**src/rtl/hms_pkg.sv**
```systemverilog
// Shared types and wrap limits for the hours/minutes/seconds BCD clock.
package hms_pkg;

  typedef logic [3:0] bcd_t;

  typedef enum logic {
    MODE_RUN = 1'b0,
    MODE_SET = 1'b1
  } mode_t;

  localparam bcd_t SEC_U_MAX        = 4'd9;
  localparam bcd_t SEC_T_MAX        = 4'd5;
  localparam bcd_t MIN_U_MAX        = 4'd9;
  localparam bcd_t MIN_T_MAX        = 4'd5;
  localparam bcd_t HOUR_U_MAX       = 4'd9;
  localparam bcd_t HOUR_U_MAX_24_HI = 4'd3;  // units limit once tens reach 2 (23)
  localparam bcd_t HOUR_T_MAX_24    = 4'd2;
  localparam bcd_t HOUR_T_MAX_12    = 4'd1;

  function automatic logic [6:0] bcd2_to_bin(input bcd_t tens, input bcd_t units);
    return ({3'b000, tens} * 7'd10) + {3'b000, units};
  endfunction

endpackage

```
**src/rtl/bcd_digit_counter.sv**
```systemverilog
// One BCD digit: counts on enable up to a programmable max, then wraps and carries.
module bcd_digit_counter
  import hms_pkg::*;
#(
  parameter bcd_t RST_VAL = 4'd0
) (
  input  logic clk,
  input  logic rst,
  input  logic en,
  input  bcd_t max,
  input  logic clear,
  input  logic load,
  input  bcd_t load_val,
  output bcd_t digit,
  output logic carry
);

  assign carry = en && (digit == max);

  always_ff @(posedge clk) begin
    if (rst) begin
      digit <= RST_VAL;
    end else if (load) begin
      digit <= load_val;
    end else if (clear) begin
      digit <= '0;
    end else if (en) begin
      digit <= carry ? 4'd0 : digit + 4'd1;
    end
  end

endmodule

```
**src/rtl/hms_counter.sv**
```systemverilog
// Time-of-day counter (24h or 12h+PM) with a run/set mode FSM.
// Optional alarm compare is built only when HMS_ALARM_EN is defined.
//   state    | meaning
//   MODE_RUN | seconds advance on hms_tick, carries ripple to hours
//   MODE_SET | seconds held at 00, inc pulses adjust minutes/hours
module hms_counter
  import hms_pkg::*;
#(
  parameter int H24 = 1
) (
  input  logic       hms_clock,
  input  logic       hms_reset,
  input  logic       hms_tick,
  input  logic       hms_set_mode,
  input  logic       hms_inc_min,
  input  logic       hms_inc_hour,
  output logic [3:0] hms_sec_u,
  output logic [3:0] hms_sec_t,
  output logic [3:0] hms_min_u,
  output logic [3:0] hms_min_t,
  output logic [3:0] hms_hour_u,
  output logic [3:0] hms_hour_t,
  output logic       hms_pm,
  output logic       hms_day_pulse
`ifdef HMS_ALARM_EN
  ,
  input  logic [4:0] hms_alarm_hour,
  input  logic [5:0] hms_alarm_min,
  output logic       hms_alarm
`endif
);

  mode_t mode, mode_next;
  logic  run_tick, sec_clear, set_inc_min, set_inc_hour;

  always_ff @(posedge hms_clock) begin
    if (hms_reset) mode <= MODE_RUN;
    else           mode <= mode_next;
  end

  always_comb begin
    mode_next    = mode;
    run_tick     = 1'b0;
    sec_clear    = 1'b0;
    set_inc_min  = 1'b0;
    set_inc_hour = 1'b0;
    case (mode)
      MODE_RUN: begin
        if (hms_set_mode) begin
          mode_next = MODE_SET;
          sec_clear = 1'b1;
        end else begin
          run_tick = hms_tick;
        end
      end
      MODE_SET: begin
        sec_clear    = 1'b1;
        set_inc_min  = hms_inc_min;
        set_inc_hour = hms_inc_hour;
        if (!hms_set_mode) mode_next = MODE_RUN;
      end
      default: mode_next = MODE_RUN;
    endcase
  end

  logic sec_u_c, sec_roll, min_u_c, min_roll, hour_u_c, hour_t_c;
  logic hour_carry, hour_adv, hour_load, pm_toggle, day_next;
  logic pm, day_pulse;
  bcd_t hour_u_max, hour_t_max;

  // Hour carries only come from the seconds chain in run mode; set-mode minute wraps stop here.
  assign hour_carry = min_roll && (mode == MODE_RUN);
  assign hour_adv   = hour_carry || set_inc_hour;

  always_comb begin
    hour_u_max = HOUR_U_MAX;
    hour_t_max = HOUR_T_MAX_12;
    hour_load  = 1'b0;
    pm_toggle  = 1'b0;
    day_next   = 1'b0;
    if (H24 != 0) begin
      hour_u_max = (hms_hour_t == 4'd2) ? HOUR_U_MAX_24_HI : HOUR_U_MAX;
      hour_t_max = HOUR_T_MAX_24;
      day_next   = hour_carry && hour_t_c;
    end else begin
      hour_load = hour_adv && (hms_hour_t == 4'd1) && (hms_hour_u == 4'd2);
      pm_toggle = hour_adv && (hms_hour_t == 4'd1) && (hms_hour_u == 4'd1);
      day_next  = hour_carry && pm && (hms_hour_t == 4'd1) && (hms_hour_u == 4'd1);
    end
  end

  always_ff @(posedge hms_clock) begin
    if (hms_reset) begin
      pm        <= 1'b0;
      day_pulse <= 1'b0;
    end else begin
      day_pulse <= day_next;
      if (pm_toggle) pm <= ~pm;
    end
  end

  assign hms_pm        = pm;
  assign hms_day_pulse = day_pulse;

  bcd_digit_counter #(.RST_VAL(4'd0)) u_sec_u (
    .clk(hms_clock), .rst(hms_reset), .en(run_tick), .max(SEC_U_MAX),
    .clear(sec_clear), .load(1'b0), .load_val(4'd0),
    .digit(hms_sec_u), .carry(sec_u_c)
  );

  bcd_digit_counter #(.RST_VAL(4'd0)) u_sec_t (
    .clk(hms_clock), .rst(hms_reset), .en(sec_u_c), .max(SEC_T_MAX),
    .clear(sec_clear), .load(1'b0), .load_val(4'd0),
    .digit(hms_sec_t), .carry(sec_roll)
  );

  bcd_digit_counter #(.RST_VAL(4'd0)) u_min_u (
    .clk(hms_clock), .rst(hms_reset), .en(sec_roll || set_inc_min), .max(MIN_U_MAX),
    .clear(1'b0), .load(1'b0), .load_val(4'd0),
    .digit(hms_min_u), .carry(min_u_c)
  );

  bcd_digit_counter #(.RST_VAL(4'd0)) u_min_t (
    .clk(hms_clock), .rst(hms_reset), .en(min_u_c), .max(MIN_T_MAX),
    .clear(1'b0), .load(1'b0), .load_val(4'd0),
    .digit(hms_min_t), .carry(min_roll)
  );

  // 12-hour mode resets to 12 and reloads 01 after 12.
  bcd_digit_counter #(.RST_VAL((H24 != 0) ? 4'd0 : 4'd2)) u_hour_u (
    .clk(hms_clock), .rst(hms_reset), .en(hour_adv), .max(hour_u_max),
    .clear(1'b0), .load(hour_load), .load_val(4'd1),
    .digit(hms_hour_u), .carry(hour_u_c)
  );

  bcd_digit_counter #(.RST_VAL((H24 != 0) ? 4'd0 : 4'd1)) u_hour_t (
    .clk(hms_clock), .rst(hms_reset), .en(hour_u_c), .max(hour_t_max),
    .clear(1'b0), .load(hour_load), .load_val(4'd0),
    .digit(hms_hour_t), .carry(hour_t_c)
  );

`ifdef HMS_ALARM_EN
  logic [6:0] hour_raw, hour_bin, min_bin, hour_nxt, min_nxt;
  logic       alarm_q;

  // Predict the HH:MM being entered on a :59 rollover so the pulse lines up with :00.
  always_comb begin
    hour_raw = bcd2_to_bin(hms_hour_t, hms_hour_u);
    min_bin  = bcd2_to_bin(hms_min_t, hms_min_u);
    hour_bin = hour_raw;
    if (H24 == 0) begin
      if (hour_raw == 7'd12) hour_bin = pm ? 7'd12 : 7'd0;
      else if (pm)           hour_bin = hour_raw + 7'd12;
    end
    min_nxt  = (min_bin == 7'd59) ? 7'd0 : min_bin + 7'd1;
    hour_nxt = hour_bin;
    if (min_bin == 7'd59) hour_nxt = (hour_bin == 7'd23) ? 7'd0 : hour_bin + 7'd1;
  end

  always_ff @(posedge hms_clock) begin
    if (hms_reset) alarm_q <= 1'b0;
    else           alarm_q <= run_tick && sec_roll &&
                              (hour_nxt == {2'b00, hms_alarm_hour}) &&
                              (min_nxt == {1'b0, hms_alarm_min});
  end

  assign hms_alarm = alarm_q;
`endif

endmodule

```
**config.mk**
```make
export PLATFORM = sky130hd
export DESIGN_NAME = hms_counter
export DESIGN_NICKNAME = d
export VERILOG_FILES = /design/src/rtl/hms_pkg.sv /design/src/rtl/bcd_digit_counter.sv /design/src/rtl/hms_counter.sv
export SDC_FILE = /design/constraint.sdc
export NUM_CORES = 1
export LEC_CHECK = 0
export BUFFER_PORTS_ARGS = -buffer_cell sky130_fd_sc_hd__buf_2
export CELL_PAD_IN_SITES_DETAIL_PLACEMENT = 1
export CELL_PAD_IN_SITES_GLOBAL_PLACEMENT = 2
export CORE_MARGIN = 3
export CORE_UTILIZATION = 24
export CTS_BUF_LIST = sky130_fd_sc_hd__clkbuf_8
export CTS_CLUSTER_SIZE = 30
export DETAILED_ROUTE_END_ITERATION = 7
export GPL_TIMING_DRIVEN = 0
export PLACE_DENSITY_LB_ADDON = 0.3
export SLEW_MARGIN = 20
export SYNTH_ARGS = -nofsm -noshare
export SYNTH_HDL_FRONTEND = slang
export SYNTH_SLANG_ARGS = --single-unit
```
**constraint.sdc**
```tcl
create_clock -name hms_clock -period 2.24 [get_ports hms_clock]
set_input_delay 0.448 -clock hms_clock [delete_from_list [all_inputs] [get_ports hms_clock]]
set_output_delay 0.448 -clock hms_clock [all_outputs]
set_load 0.02 [all_outputs]
```
==> flow_metrics.tcl, run 1 <==
set metrics [dict create \
    timing.critical_path.from_type "register" \
    detailed_place_hpwl_mm 2.799 \
    drtIter0Drc 19 \
    yosys_register_bits 26 \
    post_synth_inst_count 156 \
    die-height_microns 82.11 \
    final.min_clock_period_ns 2.131 \
    setup.worst_path.end_class "register" \
    nFillCells 668 \
    synthesis.nets 173 \
    cp_max_stage_cell "o41a_1" \
    outcome "complete, no violations" \
    route.detailed.wl_per_inst_microns 13.53 \
    number_of_detailed_route_iterations_in_the_first_pass 4 \
    num_vias 1266 \
    dp.cells 257 \
    instances_no_fill 267 \
    postSynth.topFlopCell "dfxtp_1" \
    timing_max_transition_violations_final 0 \
    start_util 0.2509 \
    worst_skew_pair.late_latency_ns 0.27 \
    wl_met3_microns 138 \
    slew_headroom 0.6246 \
    wl_met1_mm 1.576 \
    port_buffers 29 \
    cts_num_sinks 26 \
    crit_top_cell "buf_4" \
    gpl.final_weighted_congestion 0.7478 \
    antenna_found_initial 0 \
    wl_mm 3.613 \
    worstSetupPathType "reg -> reg" \
    largest_voltage_drop_on_the_vdd_net_mv 0.2181 \
    area_growth_syn_to_layout_pct 26.55 \
    ioPinCount 32 \
    wire_length_on_met2_mm 1.877 \
    cts_inserted_buffers 3 \
    critical-path-max-stage-delay_ns 0.50 \
    required_ns 2.39 \
    ys.warnings.count 0 \
    insertedDiodeCount 0 \
    grt_first_pass_wirelength_mm 6.154 \
    hold_ws_ns 0.3815 \
    share_of_flip_flops_with_an_asynchronous_set_or_reset_after_synthesis 0 \
    routed_via_density 4.742 \
    groute.usage.overall 0.1139 \
    syn_area_per_cell_sq_um 8.911 \
    clkSlewWorstSetupHoldPaths_ns 0.10 \
    fmax_mhz 469.3 \
    drive_above_1_share 0.2923 \
    highest-signal-layer "met4" \
    synthesis.area_sq_um 1390 \
    maximum_number_of_pins_on_one_net_before_global_route_repair 15 \
    power.static_leakage_nw 0.7674 \
    most_common_library_cell_in_the_layout_ignoring_fill_and_taps "buf_2" \
    worstPathArrival_ns 2.28 \
    report.final.setup_viol 0 \
    drt_drc_violations_left 0 \
    width_of_the_chip_microns 82.11 \
    num-nets-final 213 \
    final_hold_viol_count 0 \
    cap_violations 0 \
    synth.lib_cells_used.distinct 44 \
    placementRows 27 \
    global_route.overflow_total 0 \
    cts_hold_buf 0 \
    cts_tree "yes" \
    path_cells "inv_1 -> ha_1 -> and3b_2 -> nand3_4 -> o41a_1 -> buf_4 -> buf_4 -> o31ai_1 -> a21oi_1" \
    worst_pin_slew_ns 0.5611 \
    p_per_area_nw_per_um2 483.7 \
    clockRootBuffer "clkbuf_8" \
    critical_path_peak_fanout 5 \
    htree_levels 1 \
    ys_seq_area_frac 0.3744 \
    hold_class "in -> reg" \
    clock_tree.buffer_depth 2 \
    floorplan.die_area_sq_um 6741 \
    number_of_synthesized_flops_with_an_enable_pin 0 \
    grt_pass1_vias 1313 \
    timing.final.crit_share 0.9513 \
    layout_common_cells "29 x buf_2, 21 x dfxtp_1, 18 x nor2_1, 13 x nand2_1, 11 x ha_1" \
    ff2ff_setup_slack_ns 0.11 \
    total_core_area_sq_um 5540 \
    remaining_antenna_violation_count 0 \
    finalClockSkew_ns 0.006420 \
]
flip-flops by register name (all words and copies together) (netlist names):
| signal | count |
|---|---|
| u_sec_t.digit | 4 |
| u_min_t.digit | 4 |
| u_hour_t.digit | 4 |
| u_hour_u.digit | 4 |
| hms_day_pulse | 1 |
| u_sec_u.digit | 4 |
| mode | 1 |
| u_min_u.digit | 4 |
cells in the mapped netlist, types with 2 or more instances:
library cell  count  share of area
a21oi_1          10          0.036
clkbuf_1          4          0.011
inv_1             8          0.022
a311oi_1          2          0.013
or4_1             2          0.011
nand3_1           5          0.018
mux2i_1           2          0.014
ha_1             11          0.099
buf_6             2          0.016
nor3b_1           2          0.011
xnor2_1           3          0.019
xor2_1            4          0.025
dfxtp_1          26           0.37
a41oi_1           2          0.013
o31ai_1           2          0.011
nor3_1            2         0.0072
o21ai_0           3          0.011
nand4_1           5          0.023
nand2_1          13          0.035
nor2_1           18          0.049
or3_1             3          0.014
a211oi_1          2          0.011
and2b_1           2          0.011
and3b_1           3          0.019
worst max-delay path, delay by kind of cell (launching register included):
family	cells	cell delay (ns)
AND/OR/NAND/NOR	2	0.32
buffers and inverters	3	0.35
flip-flops	1	0.35
adder cells (fa/ha/maj)	1	0.14
AO/OA/AOI/OAI	3	0.85
worst paths after layout:
path,from,endpoint,cells past startpoint
max reg2reg,u_sec_t.digit[1]$_SDFFE_PP0N_,u_hour_t.digit[2]$_SDFFE_PP0N_,9
min reg2reg,u_hour_t.digit[3]$_SDFFE_PP0N_,u_hour_t.digit[3]$_SDFFE_PP0N_,2
min,hms_reset,u_hour_t.digit[3]$_SDFFE_PP0N_,2
max,u_sec_t.digit[1]$_SDFFE_PP0N_,u_hour_t.digit[2]$_SDFFE_PP0N_,9
cell families after synthesis:
logic type	after synthesis	share of synthesized area
and+or+nand+nor	66	0.2691
buffers and inverters	15	0.05400
AOI/OAI and AO/OA	28	0.1422
DFF	26	0.3744
other	1	0.002698
xor gates and xnor gates	7	0.04411
adders and majority gates	11	0.09901
muxes	2	0.01440
stage by stage:
step           setup slack, ns  utilization  area (sq um)  power [mW]  setup TNS (ns)
5_1_grt              -0.002674       0.3175          1759      0.8921       -0.002808
6_report                0.1090       0.3175          1759      0.8509               0
2_1_floorplan          0.07167            -          1390      0.5232               0
4_1_cts               0.007833       0.3069          1700      0.8629               0
3_5_place_dp           -0.2600       0.2934          1625      0.5433          -1.210
3_3_place_gp           -0.1489       0.2934          1625      0.5411         -0.3983
metal layers:
layer,vias up,global-route usage
met5,-,0
met4,0,0.01993
met3,2,0.01844
met2,18,0.2092
met1,612,0.1404
li1,634,-
where the power goes:
group	internal, mW	switching, mW	total, mW
combinational	0.0281	0.0374	0.0655
sequential	0.465	0.00660	0.472
clock	0.157	0.156	0.313
total	0.651	0.200	0.851
what timing repair did:
item / CTS / global route
resized for setup: 2 / 9
cloned: 0 / 0
setup buffers: 1 / 5
pin swaps: 2 / 4
endpoints found under the setup margin: 3 / 8
area by class of cell:
cell class | instances | area (sq um) | area share
Multi-Input combinational cell | 115 | 817.0 | 0.4644
Sequential cell | 26 | 531.8 | 0.3023
Timing Repair Buffer | 35 | 190.2 | 0.1081
Tap cell | 72 | 90.09 | 0.05121
Clock buffer | 4 | 55.05 | 0.03129
Buffer | 7 | 45.04 | 0.02560
Inverter | 8 | 30.03 | 0.01707
(Power assumes the default switching activity.)
==> inputs of run 2 (changes only) <==
Clock period 2.24 ns to 2.1 ns, I/O delays scaled along.
==> run 2 against run 1 <==
First-iteration DRC count rose to 2.5 times the previous value. Core utilization rose by 0.34 points. Clock power fell by 11%. Sequential share of layout area barely moved. Via count fell by 3.9%. Fmax rose by 5.4%. Sequential power rose by 6.1%. Count of clock-buffer cells in the layout fell by 1. Final area rose by 1.1%. Largest cell class unchanged.
==> flow_metrics.tcl, run 2 (synthesis results as in run 1) <==
set metrics [dict create \
    drtIter0Drc 48 \
    place_worst_setup_slack_ns -0.2995 \
    htree_levels 1 \
    groute.usage.overall 0.1104 \
    timing.setup.tns_ns 0 \
    p_per_area_nw_per_um2 476.9 \
    drt_drc_violations_left 0 \
    cts_hold_buf 0 \
    floorplan.die_area_sq_um 6741 \
    die-height_microns 82.11 \
    timing_max_transition_violations_final 0 \
    number_of_detailed_route_iterations_in_the_first_pass 3 \
    num-nets-final 211 \
    slew_headroom 0.6249 \
    cp.buffers_inverters 0 \
    clock_tree.buffer_depth 2 \
    clkSlewWorstSetupHoldPaths_ns 0.09 \
    worst_path_dominant_cell_family "simple AND/OR/NAND/NOR gates" \
    required_ns 2.30 \
    critical_path_peak_fanout 5 \
    remaining_antenna_violation_count 0 \
    num_vias 1217 \
    insertedDiodeCount 0 \
    gpl.final_weighted_congestion 0.7532 \
    cts_tree "yes" \
    total_core_area_sq_um 5540 \
    drive_above_1_share 0.3438 \
    routed_via_density 4.610 \
    power.static_leakage_nw 0.7781 \
    port_buffers 29 \
    detailed_place_hpwl_mm 2.772 \
    maximum_number_of_pins_on_one_net_before_global_route_repair 14 \
    final.min_clock_period_ns 2.023 \
    clockRootBuffer "clkbuf_8" \
    worstPathArrival_ns 2.23 \
    path_cells "ha_1 -> and3b_2 -> nand3_4 -> o41a_1 -> or4_4 -> a21oi_2" \
    setup.worst_path.end_class "register" \
    hold_class "in -> reg" \
    final_hold_viol_count 0 \
    cap_violations 0 \
    antenna_found_initial 0 \
    grt_first_pass_wirelength_mm 5.885 \
    ioPinCount 32 \
    dp.cells 257 \
    largest_voltage_drop_on_the_vdd_net_mv 0.2249 \
    most_common_library_cell_in_the_layout_ignoring_fill_and_taps "buf_2" \
    area_growth_syn_to_layout_pct 27.90 \
    worst_skew_pair.late_latency_ns 0.26 \
    cp_max_stage_cell "or4_4" \
    timing.critical_path.from_type "register" \
    worst_pin_slew_ns 0.5626 \
    report.final.setup_viol 0 \
    outcome "complete, no violations" \
    final.setup.worst_slack_ns 0.07740 \
    layout_common_cells "29 x buf_2, 18 x nor2_1, 18 x dfxtp_1, 12 x nand2_1, 10 x ha_1" \
    placementRows 27 \
    finalClockSkew_ns 0.002020 \
    global_route.overflow_total 0 \
    start_util 0.2509 \
    fmax_mhz 494.4 \
    timing.final.crit_share 0.9631 \
    route.detailed.wl_per_inst_microns 13.73 \
    critical-path-max-stage-delay_ns 0.56 \
    worstSetupPathType "reg -> reg" \
    width_of_the_chip_microns 82.11 \
    grt_setup_unrepaired "true" \
    grt_pass1_vias 1240 \
    instances_no_fill 264 \
    cts_inserted_buffers 3 \
    wl_mm 3.626 \
    cts_num_sinks 26 \
]
## run 2: timing repair
action                                  4_1_cts  5_1_grt
resized for setup                             7       17
hold endpoints to repair                      0        0
cloned                                        0        0
endpoints found under the setup margin       10        4
pin swaps                                     2        3
setup buffers                                 2        3
## run 2: worst paths after layout
kind	depth (start not counted)	to	start	slack (ns)
setup reg to reg	6	u_hour_t.digit[1]$_SDFFE_PP0N_	u_sec_t.digit[0]$_SDFFE_PP0N_	0.08
setup / recovery	6	u_hour_t.digit[1]$_SDFFE_PP0N_	u_sec_t.digit[0]$_SDFFE_PP0N_	0.08
hold reg to reg	2	u_sec_u.digit[1]$_SDFFE_PP0P_	u_sec_u.digit[1]$_SDFFE_PP0P_	0.53
hold / removal	2	u_hour_u.digit[2]$_SDFFE_PP0P_	hms_reset	0.37
## run 2: area by class of cell
class | count | area (sq um)
fill | 677 | 3762
tap | 72 | 90.09
multi-input combinational | 115 | 854.6
sequential | 26 | 538.0
clock buffer | 3 | 41.29
inverter | 8 | 30.03
buffer | 6 | 41.29
timing repair buffer | 34 | 182.7
## run 2: per-stage QoR
step                      hold WS (ns)  cell area, sq um  total power [mW]    util
final                           0.3651              1778            0.8478  0.3209
after global routing            0.3650              1778            0.8930  0.3209
after CTS                       0.3622              1708            0.8672  0.3083
after detailed placement        0.4954              1628            0.5790  0.2938
after global placement          0.4835              1628            0.5769  0.2938
after floorplan                 0.5482              1393            0.5582       -
## run 2: power by group
part	total (mW)	switching, mW	internal (mW)
Clock	0.280	0.152	0.128
Sequential	0.501	0.00691	0.495
Combinational	0.0659	0.0394	0.0265
## run 2: layer usage
layer	track usage	share of wire
met3	0.01952	0.038
met1	0.1375	0.46
met4	0.02492	0.0063
met5	0	0
met2	0.1971	0.49
==> inputs of run 3 (changes only) <==
Settings changed: GPL_TIMING_DRIVEN 0 to 1, HOLD_SLACK_MARGIN from default to 0.02, RECOVER_POWER from default to 50.
==> run 3 against run 2 <==
Combinational power decreased by 5.5%. Die area unchanged. Core utilization decreased by 0.34 points. Largest cell class unchanged.
==> flow_metrics.tcl, run 3 (synthesis results as in run 1) <==
set metrics [dict create \
    remaining_antenna_violation_count 0 \
    fmax_mhz 496.3 \
    largest_voltage_drop_on_the_vdd_net_mv 0.2052 \
    width_of_the_chip_microns 82.11 \
    ff2ff_setup_slack_ns 0.09 \
    worst_skew_pair.late_latency_ns 0.27 \
    placementRows 27 \
    gpl.final_weighted_congestion 0.7637 \
    power_mw 0.8931 \
    start_util 0.2509 \
    insertedDiodeCount 0 \
    finalClockSkew_ns 0.006419 \
    cts_inserted_buffers 3 \
    port_buffers 30 \
    num_vias 1246 \
    required_ns 2.31 \
    detailed_place_hpwl_mm 2.905 \
    clkSlewWorstSetupHoldPaths_ns 0.10 \
    drtIter0Drc 63 \
    timing.setup.tns_ns 0 \
    num-nets-final 215 \
    worst_path_dominant_cell_family "simple AND/OR/NAND/NOR gates" \
    whs_endpoint "u_sec_u.digit[1]$_SDFFE_PP0P_" \
    cp.buffers_inverters 1 \
    clock_tree.buffer_depth 2 \
    drt_drc_violations_left 0 \
    htree_levels 1 \
    min_path_cells 3 \
    die-height_microns 82.11 \
    timing_max_transition_violations_final 0 \
    antenna_found_initial 0 \
    layout_common_cells "23 x clkbuf_1, 22 x dfxtp_1, 18 x nor2_1, 14 x buf_4, 12 x nand2_1" \
    setup.worst_path.end_class "register" \
    clockRootBuffer "clkbuf_8" \
    timing.hold.worst.start "hms_tick" \
    critical_path_peak_fanout 3 \
    cts_hold_buf 0 \
    instances_no_fill 269 \
    p_per_area_nw_per_um2 507.7 \
    timing.final.crit_share 0.9594 \
    dp.cells 264 \
    area_growth_syn_to_layout_pct 26.55 \
    global_route.overflow_total 0 \
    maximum_number_of_pins_on_one_net_before_global_route_repair 20 \
    worstPathArrival_ns 2.23 \
    cts_tree "yes" \
    routed_via_density 4.632 \
    final_hold_viol_count 0 \
    drive_above_1_share 0.2335 \
    wl_mm 3.670 \
    report.final.setup_viol 0 \
    hold_class "in -> reg" \
    ioPinCount 32 \
    cp_max_stage_cell "or4_4" \
    power.static_leakage_nw 0.6649 \
    most_common_library_cell_in_the_layout_ignoring_fill_and_taps "clkbuf_1" \
    timing.critical_path.from_type "register" \
    grt_first_pass_wirelength_mm 6.196 \
    r2r-start "u_min_t.digit[1]$_SDFFE_PP0N_" \
    number_of_detailed_route_iterations_in_the_first_pass 4 \
    grt_setup_unrepaired "false" \
    final.min_clock_period_ns 2.015 \
    cap_violations 0 \
    total_core_area_sq_um 5540 \
    floorplan.die_area_sq_um 6741 \
    cts_num_sinks 26 \
    path_cells "inv_1 -> ha_2 -> and2b_2 -> nand2_2 -> o41a_1 -> or4_4 -> a21oi_2" \
    grt_pass1_vias 1372 \
    worstSetupPathDepth 7 \
    critical-path-max-stage-delay_ns 0.53 \
    ff2ff_path_depth 7 \
    groute.usage.overall 0.1166 \
    worstSetupPathType "reg -> reg" \
    worstReg2RegEnd "u_hour_t.digit[1]$_SDFFE_PP0N_" \
    outcome "complete, no violations" \
    route.detailed.wl_per_inst_microns 13.64 \
]
## run 3: cell types whose count changed in the layout (fill, tap and decap cells not counted), moves of 2 or more
cell      change
dfxtp_1       +4
dfxtp_2       -3
buf_6         -2
clkbuf_1     +20
buf_4         +8
buf_2        -22
## run 3: routing by layer
layer | global-route usage | up-vias | share of wire
li1 | - | 628 | -
met1 | 0.1345 | 593 | 0.43
met2 | 0.2189 | 21 | 0.51
met3 | 0.01952 | 4 | 0.046
met4 | 0.03322 | 0 | 0.0082
met5 | 0 | - | 0
## run 3: cell type report
cell class	count	area, sq um
Clock buffer	4	55.05
Fill cell	684	3781
Inverter	8	30.03
Multi-Input combinational cell	115	827.0
Sequential cell	26	530.5
Tap cell	72	90.09
Timing Repair Buffer	44	226.5
## run 3: tightest hold or removal path, delay by kind of cell
family          cells  cell delay [ns]
compound gates      1             0.05
buf+inv             1             0.11
simple gates        1             0.08
## run 3: how the worst max path moves through the flow
stage | startpoint | to | slack (ns)
floorplan | u_sec_t.digit[1]$_SDFFE_PP0N_ | u_hour_t.digit[1]$_SDFFE_PP0N_ | 0.03
global placement | hms_set_mode | u_hour_t.digit[3]$_SDFFE_PP0N_ | 0.09
detailed placement | hms_set_mode | u_hour_t.digit[1]$_SDFFE_PP0N_ | 0.02
CTS | u_sec_t.digit[0]$_SDFFE_PP0N_ | u_hour_t.digit[1]$_SDFFE_PP0N_ | 0.04
global route | u_min_t.digit[1]$_SDFFE_PP0N_ | u_hour_t.digit[3]$_SDFFE_PP0N_ | 0.004
finish | u_min_t.digit[1]$_SDFFE_PP0N_ | u_hour_t.digit[1]$_SDFFE_PP0N_ | 0.09
## run 3: repair_timing
action | in CTS | in global routing
buffers inserted | 0 | 1
gates resized for setup | 0 | 14
endpoints found under the setup margin | 0 | 3
## run 3: report_power, final
part	switching (mW)	internal, mW	total (mW)
clock	0.161	0.168	0.329
combinational	0.0383	0.0240	0.0623
sequential	0.00702	0.495	0.502
## run 3: per-stage QoR
step           setup WS [ns]  hold slack [ns]  utilization  cell area, sq um
4_1_cts              0.04267           0.4148       0.3141              1740
6_report             0.08519           0.4236       0.3175              1759
5_1_grt             0.004086           0.4257       0.3175              1759
3_3_place_gp         0.08898           0.4896       0.3042              1685
2_1_floorplan        0.02609           0.5482            -              1393
3_5_place_dp         0.02023           0.5199       0.3042              1685
